--- src/rtl/nco_ctrl.sv ---
// Run/frequency controller for the carrier NCO: owns clken and phi_inc,
// applies frequency requests as a jump or a linear ramp, and qualifies lock.
module nco_ctrl #(
    parameter int unsigned     PHW         = 37,
    parameter logic [PHW-1:0]  DEFAULT_PHI = 37'd34359738368,
    parameter int unsigned     STEP_SHIFT  = 4,
    parameter int unsigned     DWELL       = 8,
    parameter int unsigned     SETTLE      = 16
) (
    input  logic           clk,
    input  logic           rst,
    input  logic           en,
    input  logic           cfg_valid,
    output logic           cfg_ready,
    input  logic [PHW-1:0] cfg_phi_inc,
    input  logic           cfg_ramp,
    output logic           nco_clken,
    output logic [PHW-1:0] nco_phi_inc,
    input  logic           nco_out_valid,
    output logic           locked,
    output logic           busy
);

    // state    | meaning
    // S_IDLE   | NCO stopped, requests load directly
    // S_RAMP   | stepping the increment toward the target
    // S_SETTLE | waiting for SETTLE consecutive nco_out_valid cycles
    // S_LOCK   | carrier stable at the target
    localparam logic [1:0] S_IDLE   = 2'd0;
    localparam logic [1:0] S_RAMP   = 2'd1;
    localparam logic [1:0] S_SETTLE = 2'd2;
    localparam logic [1:0] S_LOCK   = 2'd3;

    localparam int unsigned SCW  = $clog2(SETTLE + 1);
    localparam int unsigned DCW  = $clog2(DWELL);
    localparam int unsigned STCW = STEP_SHIFT + 1;

    localparam logic [SCW-1:0]  SETTLE_LAST = SCW'(SETTLE - 1);
    localparam logic [DCW-1:0]  DWELL_LAST  = DCW'(DWELL - 1);
    localparam logic [STCW-1:0] STEP_LAST   = STCW'((2 ** STEP_SHIFT) - 1);

    logic [1:0]            r_state;
    logic [PHW-1:0]        r_phi;
    logic [PHW-1:0]        r_target;
    logic signed [PHW:0]   r_step;
    logic [SCW-1:0]        r_settle_cnt;
    logic [DCW-1:0]        r_dwell_cnt;
    logic [STCW-1:0]       r_step_cnt;

    logic                  w_ready;
    logic                  w_accept;
    logic signed [PHW:0]   w_diff;

    assign w_ready  = (r_state == S_IDLE) || (r_state == S_LOCK);
    assign w_accept = cfg_valid && w_ready;
    assign w_diff   = $signed({1'b0, cfg_phi_inc}) - $signed({1'b0, r_phi});

    always_ff @(posedge clk) begin
        if (rst) begin
            r_state      <= S_IDLE;
            r_phi        <= DEFAULT_PHI;
            r_target     <= DEFAULT_PHI;
            r_step       <= '0;
            r_settle_cnt <= '0;
            r_dwell_cnt  <= '0;
            r_step_cnt   <= '0;
        end else if (!en) begin
            // Abort: a request accepted on this edge is still captured, but never starts a ramp.
            r_state <= S_IDLE;
            if (w_accept) begin
                r_target <= cfg_phi_inc;
                if ((r_state == S_IDLE) || !cfg_ramp) begin
                    r_phi <= cfg_phi_inc;
                end
            end
        end else begin
            case (r_state)
                S_IDLE: begin
                    if (w_accept) begin
                        r_target <= cfg_phi_inc;
                        r_phi    <= cfg_phi_inc;
                    end
                    r_settle_cnt <= '0;
                    r_state      <= S_SETTLE;
                end
                S_SETTLE: begin
                    if (!nco_out_valid) begin
                        r_settle_cnt <= '0;
                    end else if (r_settle_cnt == SETTLE_LAST) begin
                        r_settle_cnt <= '0;
                        r_state      <= S_LOCK;
                    end else begin
                        r_settle_cnt <= r_settle_cnt + 1'b1;
                    end
                end
                S_LOCK: begin
                    if (w_accept) begin
                        r_target <= cfg_phi_inc;
                        if (cfg_ramp) begin
                            r_step      <= w_diff >>> STEP_SHIFT;
                            r_dwell_cnt <= '0;
                            r_step_cnt  <= '0;
                            r_state     <= S_RAMP;
                        end else begin
                            r_phi        <= cfg_phi_inc;
                            r_settle_cnt <= '0;
                            r_state      <= S_SETTLE;
                        end
                    end
                end
                S_RAMP: begin
                    if (r_dwell_cnt == DWELL_LAST) begin
                        r_dwell_cnt <= '0;
                        // The last update lands on the target to drop the shift truncation residue.
                        if (r_step_cnt == STEP_LAST) begin
                            r_phi        <= r_target;
                            r_step_cnt   <= '0;
                            r_settle_cnt <= '0;
                            r_state      <= S_SETTLE;
                        end else begin
                            r_phi      <= PHW'({1'b0, r_phi} + r_step);
                            r_step_cnt <= r_step_cnt + 1'b1;
                        end
                    end else begin
                        r_dwell_cnt <= r_dwell_cnt + 1'b1;
                    end
                end
                default: r_state <= S_IDLE;
            endcase
        end
    end

    assign cfg_ready   = w_ready;
    assign nco_clken   = (r_state != S_IDLE);
    assign locked      = (r_state == S_LOCK);
    assign busy        = (r_state == S_RAMP) || (r_state == S_SETTLE);
    assign nco_phi_inc = r_phi;

endmodule

--- config.mk ---
export PLATFORM = sky130hd
export DESIGN_NAME = nco_ctrl
export DESIGN_NICKNAME = d
export VERILOG_FILES = /design/src/rtl/nco_ctrl.sv
export SDC_FILE = /design/constraint.sdc
export NUM_CORES = 1
export LEC_CHECK = 0
export CORE_MARGIN = 3
export CORE_UTILIZATION = 43
export DETAILED_ROUTE_END_ITERATION = 8
export SYNTH_ARGS = -nofsm -noshare
export SYNTH_HDL_FRONTEND = slang
export SYNTH_SLANG_ARGS = --single-unit
--- constraint.sdc ---
create_clock -name clk -period 4.7 [get_ports clk]
set_clock_uncertainty 0.15 [all_clocks]
set_input_delay 0.94 -clock clk [delete_from_list [all_inputs] [get_ports clk]]
set_output_delay 0.94 -clock clk [all_outputs]
set_load 0.05 [all_outputs]
==> results.txt <==
For this run, the number of Yosys warnings is 0. The floorplan step defined a core boundary enclosing 19800 um2. The height of the die is 149 um. The flow ran to the end, and the final reports show no timing, DRC or antenna violations. The number of post-CTS setup repair buffers is 0, and the share of synthesized area occupied by flip-flops and latches is 28.0%. At the end of the flow, the number of nets in the layout was 1366. CTS placed an instance of sky130_fd_sc_hd__clkbuf_16 at the clock tree root. The overall routed net length came out at 27200 um. The kind of launch point of the worst setup path is a primary input. In this run the count of I/O pins placed on the die edge is 84.

0 antenna diodes ended up in the layout. The count of flip-flops with a built-in enable after synthesis works out to 0. Routability-driven placement finished with a final weighted congestion of 0.941. The measured slew at the worst slew-check pin works out to 0.793 ns.

The residual antenna-violating net count after detailed routing is 0. For the wire length of the first global-routing pass, the log shows 44200 um. The logs give 4.00 ns for the endpoint arrival time on the critical path and 260 MHz for the highest clock rate. The logs give 8330 for the via count of the first global-routing pass and 0 for the max-slew violation count.

The worst hold-check path type is register to register. For the clock latency on the worst-skew pair, the log shows 0.43 ns. Power spread over the standard cell area amounts to 336 nW/um2. Clock tree synthesis inserted a total of 17 buffers.

The register-to-register setup slack came out at 1.15 ns. Row generation in the floorplan step produced 51 rows. The logs give 1314 for the synthesized net count and 0 for the cts-stage hold buffer count. The width of the die is 149 um, and the total power draw is 3.52 mW. The worst setup path is captured at a register. Measured against its own limit, the worst slew margin works out to 47.1%. Total congestion overflow: 0. The time the worst path needs with I/O delays and setup was 3.84 ns; the number of remaining DRC errors was 0. Detailed placement finished with a half-perimeter wire length of 19300 um.

Setup violations remaining at the end of the flow were counted as 0. The worst-case IR drop observed on VDD is 0.000215 V. The tools report the global routing usage summed across all routing layers as 24.7%.

After layout, the worst path uses 81.8% of the clock period. Counting along the longest clock path gives a buffer depth of 2. Setup repair after global routing left no endpoint under its margin. The logs give 0 for the number of antenna violations at the first check in global routing and 0 for the hold violation count in the final report. The data required time of the worst path was 4.86 ns. Path type of the worst setup path: primary input to register. For this run, the leading register cell type out of synthesis is sky130_fd_sc_hd__dfxtp_1.

The run gives 0 as the number of gates given a new drive strength after cts. Dividing the detail-routed via count by the number of cells gives 5.75. The post-synthesis instance total was 1190. The total standard cell area after synthesis is 8790 um2, and the detailed-routing iteration count for the pre-antenna-repair pass is 5. The share of post-route cells with drive strength above 1 works out to 5.50%. The count of max-cap constraint violations was 0; the post-detailed-route wirelength per cell was 17.9 um.

The top fanout value on the critical path came out at 6. TritonCTS built the clock tree. The logs give 0 ns for the sum of negative setup slack and 22200 um2 for the total die area. After clock tree synthesis, the clock-pin slew on the worst setup and hold paths is 0.06 ns. After synthesis, the share of flip-flops with an asynchronous set or reset is 0%. In this run the mean area of a mapped cell was 7.39 um2. The number of I/O port buffers was 83; the number of storage elements in the synthesis netlist was 123.

Initial cell density of the core: 44.4%. The fraction of the core area covered by cells at the end of the flow was 52.8%; the count of clock tree sinks was 123. The filler cells instantiated in the layout total 1972. The H-tree generated during clock tree synthesis spans 4 levels. Compared with the post-synthesis result, the final layout area differs by 18.9%. Summed over all cells, the static leakage comes to 4.15 nW.

For this block, the via count after detailed routing is 8741. The run gives 72 as the pin count of the biggest net entering global routing. The tools report the number of design-rule violations left by the first detailed-router iteration as 552.

Yosys mapped the design onto 68 distinct sky130hd cell types.
-- worst max-delay path: stages --
cell	delay, ns
sky130_fd_sc_hd__clkdlybuf4s50_1	0.45
sky130_fd_sc_hd__ha_1	0.41
sky130_fd_sc_hd__nand3_1	0.12
sky130_fd_sc_hd__nor2_1	0.29
sky130_fd_sc_hd__nand3_1	0.20
sky130_fd_sc_hd__a2111oi_4	0.54
sky130_fd_sc_hd__o21ai_2	0.19
sky130_fd_sc_hd__o31ai_2	0.30
sky130_fd_sc_hd__nor2_1	0.11
sky130_fd_sc_hd__a21oi_1	0.17
sky130_fd_sc_hd__xor2_1	0.09
sky130_fd_sc_hd__a22o_1	0.19
-- cell usage after synthesis, types with 5 or more instances --
library cell | count | share of area (%)
sky130_fd_sc_hd__a22o_1 | 6 | 0.60
sky130_fd_sc_hd__nand4_1 | 14 | 1.0
sky130_fd_sc_hd__o21ai_1 | 5 | 0.28
sky130_fd_sc_hd__a221oi_1 | 5 | 0.50
sky130_fd_sc_hd__o21ai_0 | 39 | 2.2
sky130_fd_sc_hd__a2111oi_0 | 8 | 0.80
sky130_fd_sc_hd__a31oi_1 | 7 | 0.50
sky130_fd_sc_hd__nor2_1 | 72 | 3.1
sky130_fd_sc_hd__nand2b_1 | 7 | 0.50
sky130_fd_sc_hd__buf_1 | 8 | 0.34
sky130_fd_sc_hd__and2_1 | 5 | 0.36
sky130_fd_sc_hd__a211oi_1 | 24 | 2.0
sky130_fd_sc_hd__a21oi_1 | 178 | 10
sky130_fd_sc_hd__ha_1 | 80 | 11
sky130_fd_sc_hd__xor2_1 | 29 | 2.9
sky130_fd_sc_hd__o211ai_1 | 30 | 2.6
sky130_fd_sc_hd__xnor2_1 | 33 | 3.3
sky130_fd_sc_hd__nor2b_1 | 13 | 0.93
sky130_fd_sc_hd__nand2_1 | 216 | 9.2
sky130_fd_sc_hd__or3_1 | 5 | 0.36
sky130_fd_sc_hd__and3_1 | 11 | 0.78
sky130_fd_sc_hd__clkbuf_1 | 55 | 2.3
sky130_fd_sc_hd__nand3_1 | 38 | 2.2
sky130_fd_sc_hd__inv_1 | 56 | 2.4
sky130_fd_sc_hd__a21o_1 | 29 | 2.5
sky130_fd_sc_hd__nor3_1 | 21 | 1.2
sky130_fd_sc_hd__dfxtp_1 | 123 | 28
sky130_fd_sc_hd__o21bai_1 | 7 | 0.60
-- layer usage --
layer	track usage (%)	routed length, um	vias to the layer above	part of all wire, %
met3	4.04	1220	42	4.5
met1	35.0	13400	4090	49
met4	7.51	642	0	2.4
met2	38.7	12000	250	44
li1	-	-	4359	-
met5	0	0	-	0
-- registers in the layout, summed over array words and instances, names as in the netlist --
signal / count
r_dwell_cnt: 3
r_step: 34
r_step_cnt: 5
r_state: 2
nco_phi_inc: 37
r_target: 37
r_settle_cnt: 5
-- layout by cell type (no fill, tap or decap), drive strengths merged, types with 7 or more instances in the layout --
cell type	netlist	routed
nand2	216	216
a21oi	180	180
dfxtp	123	123
clkdlybuf4s50	0	82
ha	80	80
nor2	72	72
inv	56	56
o21ai	45	45
nand3	38	38
xnor2	33	33
o211ai	30	30
xor2	29	29
a21o	29	29
a211oi	24	24
nor3	21	21
clkbuf	55	20
buf	9	15
nand4	14	14
nor2b	13	13
and3	11	11
a2111oi	11	11
o21bai	8	8
nand2b	7	7
a31oi	7	7
-- cells by family (layout without fill, tap and decap cells) --
group | count (synthesis) | after routing | share of synthesized area, %
AO/OA/AOI/OAI | 384 | 384 | 27.9
XOR/XNOR | 62 | 62 | 6.18
adder cells (fa/ha/maj) | 81 | 81 | 11.6
buffers and inverters | 120 | 185 | 5.21
flip-flops | 123 | 123 | 28.0
multiplexers | 1 | 1 | 0.114
AND/OR/NAND/NOR | 419 | 419 | 21.0
-- worst paths after layout --
kind,start,to,depth (start not counted)
worst max-delay path,cfg_phi_inc[8],r_step[27],12
worst min-delay path,r_step[15],r_step[15],2
worst max register to register,nco_phi_inc[0],nco_phi_inc[26],12
worst min register to register,r_step[15],r_step[15],2
-- area by class of cell --
type / count / area [um2] / share of cell area (%)
sequential: 123 / 2460 / 23.6
clock inverter: 12 / 171 / 1.64
tap: 265 / 332 / 3.17
timing repair buffer: 97 / 933 / 8.93
clock buffer: 20 / 447 / 4.27
multi-input combinational: 947 / 5900 / 56.4
inverter: 56 / 210 / 2.01
-- metrics by stage --
step / instances / cell area, um2 / hold slack [ns] / worst slack, ns
2_1_floorplan: 1190 / 8790 / 0.282 / 1.32
3_3_place_gp: 1488 / 9840 / 0.291 / 0.502
3_5_place_dp: 1488 / 9840 / 0.297 / 0.432
4_1_cts: 1520 / 10500 / 0.305 / 0.864
5_1_grt: 1520 / 10500 / 0.324 / 0.484
6_report: 1520 / 10500 / 0.305 / 0.855
-- power breakdown --
part / switching, mW / internal [mW] / leakage (nW)
clock: 0.515 / 0.898 / 0.296
combinational: 0.589 / 0.359 / 2.85
sequential: 0.0547 / 1.10 / 1.01
total: 1.16 / 2.36 / 4.15
Power figures use the tool's default switching activity.
